File: src/rtl/bwzz_pkg.sv
// Shared types and widths for the interrupt entry sequencer.
package bwzz_pkg;

    localparam int unsigned PC_W   = 32;
    localparam int unsigned INST_W = 16;
    localparam int unsigned FLAG_W = 4;

    // Kind of micro-op injected into decode during interrupt entry.
    localparam logic [1:0] INJ_NONE  = 2'd0;
    localparam logic [1:0] INJ_PC_HI = 2'd1;
    localparam logic [1:0] INJ_PC_LO = 2'd2;
    localparam logic [1:0] INJ_FLAGS = 2'd3;

    typedef enum logic [2:0] {
        IDLE       = 3'd0,
        WAIT_SAFE  = 3'd1,
        DRAIN      = 3'd2,
        PUSH_HI    = 3'd3,
        PUSH_LO    = 3'd4,
        PUSH_FLAGS = 3'd5,
        REDIRECT   = 3'd6,
        IN_ISR     = 3'd7
    } isr_state_t;

endpackage

File: src/rtl/irq_edge_latch.sv
// Rising-edge detector with a sticky pending flag for the external interrupt.
module irq_edge_latch (
    input  logic clk,
    input  logic reset,
    input  logic irq,
    input  logic take,
    output logic pending,
    output logic riseEdge_c
);

    logic intQ;

    assign riseEdge_c = irq & ~intQ;

    // Remember the previous sample; a new edge wins over a same-cycle take.
    always_ff @(posedge clk) begin
        if (reset) begin
            intQ    <= 1'b0;
            pending <= 1'b0;
        end else begin
            intQ    <= irq;
            pending <= (pending & ~take) | riseEdge_c;
        end
    end

endmodule

File: src/rtl/interrupt_sequencer.sv
// Interrupt entry controller: freeze fetch, wait for a safe point, drain,
// inject PC/flags pushes, redirect to the vector and track ISR residency.
module interrupt_sequencer
    import bwzz_pkg::*;
#(
    parameter logic [PC_W-1:0] VECTOR_ADDR  = 32'h0000_0000,
    parameter int unsigned     DRAIN_CYCLES = 2
) (
    input  logic              clk,
    input  logic              reset,
    input  logic              interrupt,
    input  logic [PC_W-1:0]   next_pc,
    input  logic [FLAG_W-1:0] flags,
    input  logic              flush,
    input  logic              two_word_pending,
    input  logic              stall,
    input  logic              rti_decoded,
    output logic              fetch_hold,
    output logic [1:0]        inject_kind,
    output logic [INST_W-1:0] inject_data,
    output logic              save_flags,
    output logic [PC_W-1:0]   saved_pc,
    output logic              pc_redirect,
    output logic [PC_W-1:0]   redirect_pc,
    output logic              in_isr
);

    localparam int unsigned CNT_W = 4;

    isr_state_t         state;
    logic [CNT_W-1:0]   drainCnt;
    logic [FLAG_W-1:0]  flagsQ;
    logic               pending;
    logic               riseEdge_c;
    logic               takeIrq_c;

    // The request is consumed on the DRAIN -> PUSH_HI transition.
    assign takeIrq_c = (state == DRAIN) && !stall && (drainCnt == '0);

    irq_edge_latch u_edge (
        .clk        (clk),
        .reset      (reset),
        .irq        (interrupt),
        .take       (takeIrq_c),
        .pending    (pending),
        .riseEdge_c (riseEdge_c)
    );

    // Sequencer FSM; outputs are loaded together with the state they belong to.
    always_ff @(posedge clk) begin
        if (reset) begin
            state       <= IDLE;
            drainCnt    <= '0;
            saved_pc    <= '0;
            flagsQ      <= '0;
            fetch_hold  <= 1'b0;
            inject_kind <= INJ_NONE;
            inject_data <= '0;
            save_flags  <= 1'b0;
            pc_redirect <= 1'b0;
            redirect_pc <= VECTOR_ADDR;
            in_isr      <= 1'b0;
        end else begin
            save_flags  <= 1'b0;
            redirect_pc <= VECTOR_ADDR;
            case (state)
                IDLE: begin
                    if (pending || riseEdge_c) begin
                        state      <= WAIT_SAFE;
                        fetch_hold <= 1'b1;
                    end
                end
                WAIT_SAFE: begin
                    if (!(flush || two_word_pending || stall)) begin
                        saved_pc   <= next_pc;
                        flagsQ     <= flags;
                        save_flags <= 1'b1;
                        drainCnt   <= CNT_W'(DRAIN_CYCLES - 1);
                        state      <= DRAIN;
                    end
                end
                DRAIN: begin
                    if (!stall) begin
                        if (drainCnt == '0) begin
                            state       <= PUSH_HI;
                            inject_kind <= INJ_PC_HI;
                            inject_data <= saved_pc[PC_W-1:INST_W];
                        end else begin
                            drainCnt <= drainCnt - CNT_W'(1);
                        end
                    end
                end
                PUSH_HI: begin
                    if (!stall) begin
                        state       <= PUSH_LO;
                        inject_kind <= INJ_PC_LO;
                        inject_data <= saved_pc[INST_W-1:0];
                    end
                end
                PUSH_LO: begin
                    if (!stall) begin
                        state       <= PUSH_FLAGS;
                        inject_kind <= INJ_FLAGS;
                        inject_data <= INST_W'(flagsQ);
                    end
                end
                PUSH_FLAGS: begin
                    if (!stall) begin
                        state       <= REDIRECT;
                        fetch_hold  <= 1'b0;
                        inject_kind <= INJ_NONE;
                        inject_data <= '0;
                        pc_redirect <= 1'b1;
                    end
                end
                REDIRECT: begin
                    state       <= IN_ISR;
                    pc_redirect <= 1'b0;
                    in_isr      <= 1'b1;
                end
                IN_ISR: begin
                    if (rti_decoded) begin
                        state  <= IDLE;
                        in_isr <= 1'b0;
                    end
                end
                default: begin
                    state       <= IDLE;
                    fetch_hold  <= 1'b0;
                    inject_kind <= INJ_NONE;
                    inject_data <= '0;
                    pc_redirect <= 1'b0;
                    in_isr      <= 1'b0;
                end
            endcase
        end
    end

endmodule

File: config.mk
export PLATFORM = sky130hd
export DESIGN_NAME = interrupt_sequencer
export DESIGN_NICKNAME = d
export VERILOG_FILES = /design/src/rtl/bwzz_pkg.sv /design/src/rtl/irq_edge_latch.sv /design/src/rtl/interrupt_sequencer.sv
export SDC_FILE = /design/constraint.sdc
export NUM_CORES = 1
export LEC_CHECK = 0
export BUFFER_PORTS_ARGS = -buffer_cell sky130_fd_sc_hd__buf_2
export CAP_MARGIN = 30
export CORE_MARGIN = 4
export CORE_UTILIZATION = 40
export DETAILED_ROUTE_END_ITERATION = 10
export MAX_ROUTING_LAYER = met4
export PLACE_DENSITY = 0.7
export SLEW_MARGIN = 40
export SYNTH_ARGS = -nofsm -noshare
export SYNTH_HDL_FRONTEND = slang
export SYNTH_SLANG_ARGS = --single-unit
File: constraint.sdc
create_clock -name clk -period 1.95 [get_ports clk]
set_input_delay 0.39 -clock clk [delete_from_list [all_inputs] [get_ports clk]]
set_output_delay 0.39 -clock clk [all_outputs]
set_load 0.02 [all_outputs]
==> results.cfg, run 1 <==
[floorplan]
core_sq_um = 7850
die_area_sq_um = 9730
die_y_um = 98.7
die_w_um = 98.7
num_rows = 32
initial_utilization_pct = 41.9
boundaryPins = 129

[synthesis]
synth_edf_count = 0
yosysWarnings = 0
avgSynthCellArea_sq_um = 8.18
synth_cell_types = 45
ys_seq_area_share_pct = 40.8
synth-async-reset-ratio_pct = 0
synth_flop_cell = dfxtp_1
synth-seq-cells = 67
synth_area_sq_um = 3290
syn_inst = 402

[clock_network]
cts_inserted_buffers = 9
tritoncts = yes
cts_max_path_buffers = 2
clkLatencyLatePin_ps = 340
cts.clk_slew.worst_paths_ps = 70
htree_num_levels = 3
clock_sinks = 67
ctsRootBufferMaster = clkbuf_8

[grt]
antenna_found_initial = 0
grt_max_degree = 38
grt_usage_pct = 18.8
first_global_vias = 3016
grt-ovfl-total = 0
grt_pass1_wl_mm = 14.6

[timing]
setup_viol = 0
clock.fmax_ghz = 0.525
period_share_pct = 97.7
worst_pin_slew_ps = 483
skew_ps = 7.03
drv_slew = 0
slew_headroom_pct = 67.4
rsz0062_at_grt = yes
setup_tns_ps = 0
setup_slack_ps = 44.2
hold_viol = 0
period_needed_ps = 1910

[power_and_ir_drop]
total_power_uw = 4060
internal_power_uw = 2670
switching_share_pct = 34.2
power_frac_comb_pct = 31.9
power_density_nw_per_um2 = 960
clockPowerShare_pct = 28.1
power_switching_uw = 1390
seqPwrFrac_pct = 40.0
p_leak_uw = 0.00178
ir_drop_mv = 0.565

[route]
drtIter0Drc = 131
ant_nets = 0
vias = 3105
wire_per_inst_um = 14.5
vias_per_cell = 5.07
drt_pass1_iterations = 4
drc_errors = 0
wirelength_mm = 8.91

[critical_path]
critPathTopFamily = buffers and inverters
cp-start-kind = register
critPathSlowestCell = or4b_4
critical_path.max_fanout = 8
cp_num_buf_inv = 4
cpPeakStageDelay_ps = 490
worstPathCellList = inv_2, ha_4, or4b_4, a311oi_4, buf_6, buf_16, buf_4, a211oi_2
worstPathArrival_ps = 2110
cp.required_ps = 2160
end_kind = register
path_class = reg2reg

[min_path]
hold_path_class = in2reg

[final_layout]
finalNetCount = 554
syn_to_final_growth_pct = 28.7
diodes = 0
final_cells = 613
layout-drive-gt1-share_pct = 35.0
n_fill_cell = 767

[placed_design]
place_inst = 590
globalplace.congestion = 0.809
dp_hpwl_mm = 6.06
io_buffers = 96
post-place-ws_ps = -80.7

[run_status]
outcome = completed

[run]
maxCapViolations = 0
-- metal layers --
metal | global-route usage [%] | wire length [um] | vias to the layer above
met3 | 4.81 | 550 | 12
li1 | - | - | 1523
met2 | 30.2 | 4450 | 106
met1 | 23.9 | 3800 | 1464
met4 | 4.41 | 102 | 0
met5 | - | 0 | -
-- Yosys cell counts, drive strengths merged (2+ instances only) --
cell    count  area share [%]
mux2i       4             1.2
o311ai      2            0.53
nor2b       6             1.1
clkbuf     20             2.3
a21o        2            0.46
o32ai       5             1.3
buf        41             9.0
o22ai       2            0.38
ha          4             1.5
nand3       3            0.46
nand2b      2            0.38
nor3b      14             3.2
dfxtp      67              41
a21oi      60             9.1
a211oi     14             5.0
o21ai       8             1.2
o31a        2            0.53
or3b        2            0.53
nand2      79             9.1
nor2       22             3.3
nor3       13             2.0
inv        11             1.3
and3b       3            0.80
-- metrics by stage --
stage,area (sq um),hold WS (ps),utilization (%)
global placement,3840,444,48.9
finish,4230,280,53.9
floorplan,3410,437,-
global route,4230,280,53.9
CTS,4190,265,53.4
detailed placement,3840,450,48.9
-- repair_timing --
action	in CTS	in global routing
cloned	3	0
hold buffers	0	0
pin swaps	11	8
endpoints found under the setup margin	14	21
resized for setup	15	7
setup buffers	4	3
-- layout by cell type, fill, tap and decap left out, types with 6 or more instances in the layout --
master / netlist / final
nor2_2: 10 / 11
nor3b_1: 14 / 14
dfxtp_1: 67 / 65
clkbuf_8: 0 / 10
conb_1: 1 / 32
buf_4: 32 / 20
o21ai_0: 8 / 8
buf_2: 6 / 96
a211oi_2: 12 / 13
a21oi_1: 60 / 60
nor2b_1: 6 / 6
nor3_1: 13 / 13
nand2_1: 78 / 78
inv_1: 11 / 9
nor2_1: 12 / 9
-- power groups by stage --
stage          Combinational [uW]  Clock, uW  Sequential, uW
6_report                     1300       1140            1620
2_1_floorplan                 733          0            1740
3_5_place_dp                 1110          0            1640
3_3_place_gp                 1080          0            1640
5_1_grt                      1410       1220            1640
4_1_cts                      1280       1170            1620
-- area by class of cell --
class	count	area (sq um)	area share (%)
inverters	11	41.3	0.976
clock inverters	4	51.3	1.21
flip-flops and latches	67	1340	31.8
multi-input cells	294	1720	40.7
clock buffers	11	141	3.34
well taps	102	128	3.02
repair buffers	124	805	19.0
-- path summary, 6_finish.rpt --
| check | to | start | slack, ps | cells after the start |
|---|---|---|---|---|
| worst max-delay path | inject_kind[0] | drainCnt[1] | 40 | 8 |
| worst min-delay path | saved_pc[4] | next_pc[4] | 280 | 3 |
| worst max register to register | inject_kind[0] | drainCnt[1] | 40 | 8 |
| worst min register to register | flagsQ[2] | flagsQ[2] | 460 | 2 |
-- sequential cells by signal (all words and copies together), names as in the netlist --
| signal | flops |
|---|---|
| saved_pc | 32 |
| inject_data | 16 |
| drainCnt | 4 |
| flagsQ | 4 |
| state | 3 |
| inject_kind | 2 |
| fetch_hold | 1 |
| in_isr | 1 |
| pc_redirect | 1 |
| save_flags | 1 |
| u_edge.intQ | 1 |
| u_edge.pending | 1 |
-- worst min-delay path, delay by kind of cell --
family	cells	cell delay, ps
and+or+nand+nor	1	40
buffers and inverters	1	100
AOI/OAI and AO/OA	1	50
-- logic make-up (layout without fill, tap and decap cells) --
logic type               Yosys count  count (layout)  share of synthesized area, %
AND/OR/NAND/NOR                  149             149                          22.1
XOR/XNOR                           1               1                         0.267
AO/OA/AOI/OAI                    104             104                          21.4
flip-flops                        67              67                          40.8
adder cells (fa/ha/maj)            4               4                          1.52
other                              1              32                         0.114
buffers and inverters             72             150                          12.6
multiplexers                       4               4                          1.22
Power figures use the tool's default switching activity.
==> run 2, diff against run 1 <==
--- a/config.mk
+++ b/config.mk
@@ -6,12 +6,13 @@
 export NUM_CORES = 1
 export LEC_CHECK = 0
 export BUFFER_PORTS_ARGS = -buffer_cell sky130_fd_sc_hd__buf_2
-export CAP_MARGIN = 30
+export CAP_MARGIN = 10
 export CORE_MARGIN = 4
 export CORE_UTILIZATION = 40
 export DETAILED_ROUTE_END_ITERATION = 10
 export MAX_ROUTING_LAYER = met4
-export PLACE_DENSITY = 0.7
+export PLACE_DENSITY = 0.68
+export SETUP_SLACK_MARGIN = 0.05
 export SLEW_MARGIN = 40
 export SYNTH_ARGS = -nofsm -noshare
 export SYNTH_HDL_FRONTEND = slang
==> constraint.sdc (replaced) <==
create_clock -name clk -period 1.97 [get_ports clk]
set_input_delay 0.394 -clock clk [delete_from_list [all_inputs] [get_ports clk]]
set_output_delay 0.394 -clock clk [all_outputs]
set_load 0.02 [all_outputs]
==> results.cfg, run 2 (synthesized netlist as in run 1, its figures left out) <==
[timing]
setup_viol = 0
period_needed_ps = 1890
setup_tns_ps = 0
drv_slew = 0
hold_viol = 0
period_share_pct = 95.9
skew_ps = 10.4
clock.fmax_ghz = 0.529
holdWs_ps = 268
setup_slack_ps = 79.9
rsz0062_at_grt = yes

[grt]
first_global_vias = 2968
grt_max_degree = 50
grt-ovfl-total = 0
antenna_found_initial = 1
grt_pass1_wl_mm = 14.4
grt_usage_pct = 18.7

[floorplan]
die_area_sq_um = 9730
num_rows = 32
initial_utilization_pct = 41.9
die_y_um = 98.7
die_w_um = 98.7
boundaryPins = 129
core_sq_um = 7850

[power_and_ir_drop]
power_density_nw_per_um2 = 976
power_switching_uw = 1410
power_frac_comb_pct = 30.0
seqPwrFrac_pct = 38.9
p_leak_uw = 0.00179
clockPowerShare_pct = 31.1
ir_drop_mv = 0.594
switching_share_pct = 34.0
internal_power_uw = 2730

[final_layout]
final_common_cell = buf_2
final_area_sq_um = 4240
top_register = saved_pc
n_fill_cell = 760
layout_common_cells = buf_2, nand2_1, dfxtp_1
register_area_sq_um = 1350
largest_reg_flops = 32
syn_to_final_growth_pct = 28.9
top_regs = saved_pc: 32 flops, inject_data: 16 flops
layout-drive-gt1-share_pct = 35.2
final_core_util_pct = 54.0
finalNetCount = 554
multiInputGateArea_sq_um = 1700

[critical_path]
end_kind = register
endpoint = inject_data[5]
worstPathArrival_ps = 2160
path_class = reg2reg
rrSetupSlack_ps = 80
cp-start-kind = register
rr_startpoint = drainCnt[1]
regToRegEndpoint = inject_data[5]
ff2ff_path_depth = 8
startpoint = drainCnt[1]
critical_path.max_fanout = 8
cp.required_ps = 2240

[route]
top_layer = met4
vias_per_cell = 5.02
ant_nets = 0
drt_pass1_iterations = 4
wire_per_inst_um = 14.5
wirelength_mm = 8.90
wl_met3_um = 777
vias = 3087
wl_met2_mm = 4.33
wl_met1_mm = 3.70
drc_errors = 0
drtIter0Drc = 110

[placed_design]
dp_hpwl_mm = 5.93
io_buffers = 96
globalplace.congestion = 0.817
post-place-ws_ps = -42.0
dpl_cell_area_sq_um = 3810

[clock_network]
cts.clk_slew.worst_paths_ps = 80
tritoncts = yes
cts_inserted_buffers = 9
cts_max_path_buffers = 2
htree_num_levels = 3
clkLatencyLatePin_ps = 360
ctsRootBufferMaster = clkbuf_8
clock_sinks = 67
ctsHoldBuffers = 0

[run]
maxCapViolations = 0

[min_path]
hold_path_class = in2reg

[run_status]
outcome = completed
==> run 2: cell count changes in the layout (fill, tap and decap cells not counted), moves of 2 or more <==
cell	change
nor2_2	-2
dfxtp_1	-2
dfxtp_2	+2
clkinv_4	+2
nor2_1	+3
==> run 2: stage by stage <==
step                      total power (uW)  std cells
after floorplan                       2460        433
after global placement                2690        588
after detailed placement              2710        588
after CTS                             4120        612
after global routing                  4340        615
final                                 4130        615
==> run 2: worst min path at each step <==
stage                     depth (start not counted)       start     endpoint
final                                             3  next_pc[9]  saved_pc[9]
after global routing                              3  next_pc[8]  saved_pc[8]
after CTS                                         3  next_pc[9]  saved_pc[9]
after detailed placement                          2   flagsQ[3]    flagsQ[3]
after global placement                            2   flagsQ[3]    flagsQ[3]
after floorplan                                   2   flagsQ[0]    flagsQ[0]
==> run 2: final cells by class <==
class	instances	area share [%]
diodes	1	0.0591
multi-input cells	294	40.2
repair buffers	124	18.6
inverters	11	0.975
well taps	102	3.01
clock buffers	9	2.92
clock inverters	7	2.36
flip-flops and latches	67	31.8
==> run 2: power groups by stage <==
| stage | sequential, uW | clock, uW | combinational, uW |
|---|---|---|---|
| 2_1_floorplan | 1730 | 0 | 735 |
| 3_3_place_gp | 1630 | 0 | 1070 |
| 3_5_place_dp | 1630 | 0 | 1080 |
| 4_1_cts | 1600 | 1310 | 1200 |
| 5_1_grt | 1630 | 1370 | 1350 |
| 6_report | 1610 | 1290 | 1240 |
==> run 2: metal layers <==
layer  global-route usage (%)  vias to the layer above
met2                     29.3                      114
met1                     22.8                     1439
li1                         -                     1523
met3                     6.86                       11
met5                        -                        -
met4                     4.73                        0
==> run 2: worst max-delay path: stages, from the launching register on <==
cell	delay [ps]
dfxtp_2	330
inv_2	60
ha_4	130
or4b_4	500
a311oi_4	300
buf_6	170
buf_12	120
nor2_1	40
a211oi_1	160
==> run 2: repair_timing <==
| action | 4_1_cts | 5_1_grt |
|---|---|---|
| buffers inserted | 6 | 1 |
| pin swaps | 18 | 3 |
| setup endpoints to repair | 16 | 22 |
| gates cloned | 2 | 1 |
| gates resized for setup | 13 | 4 |
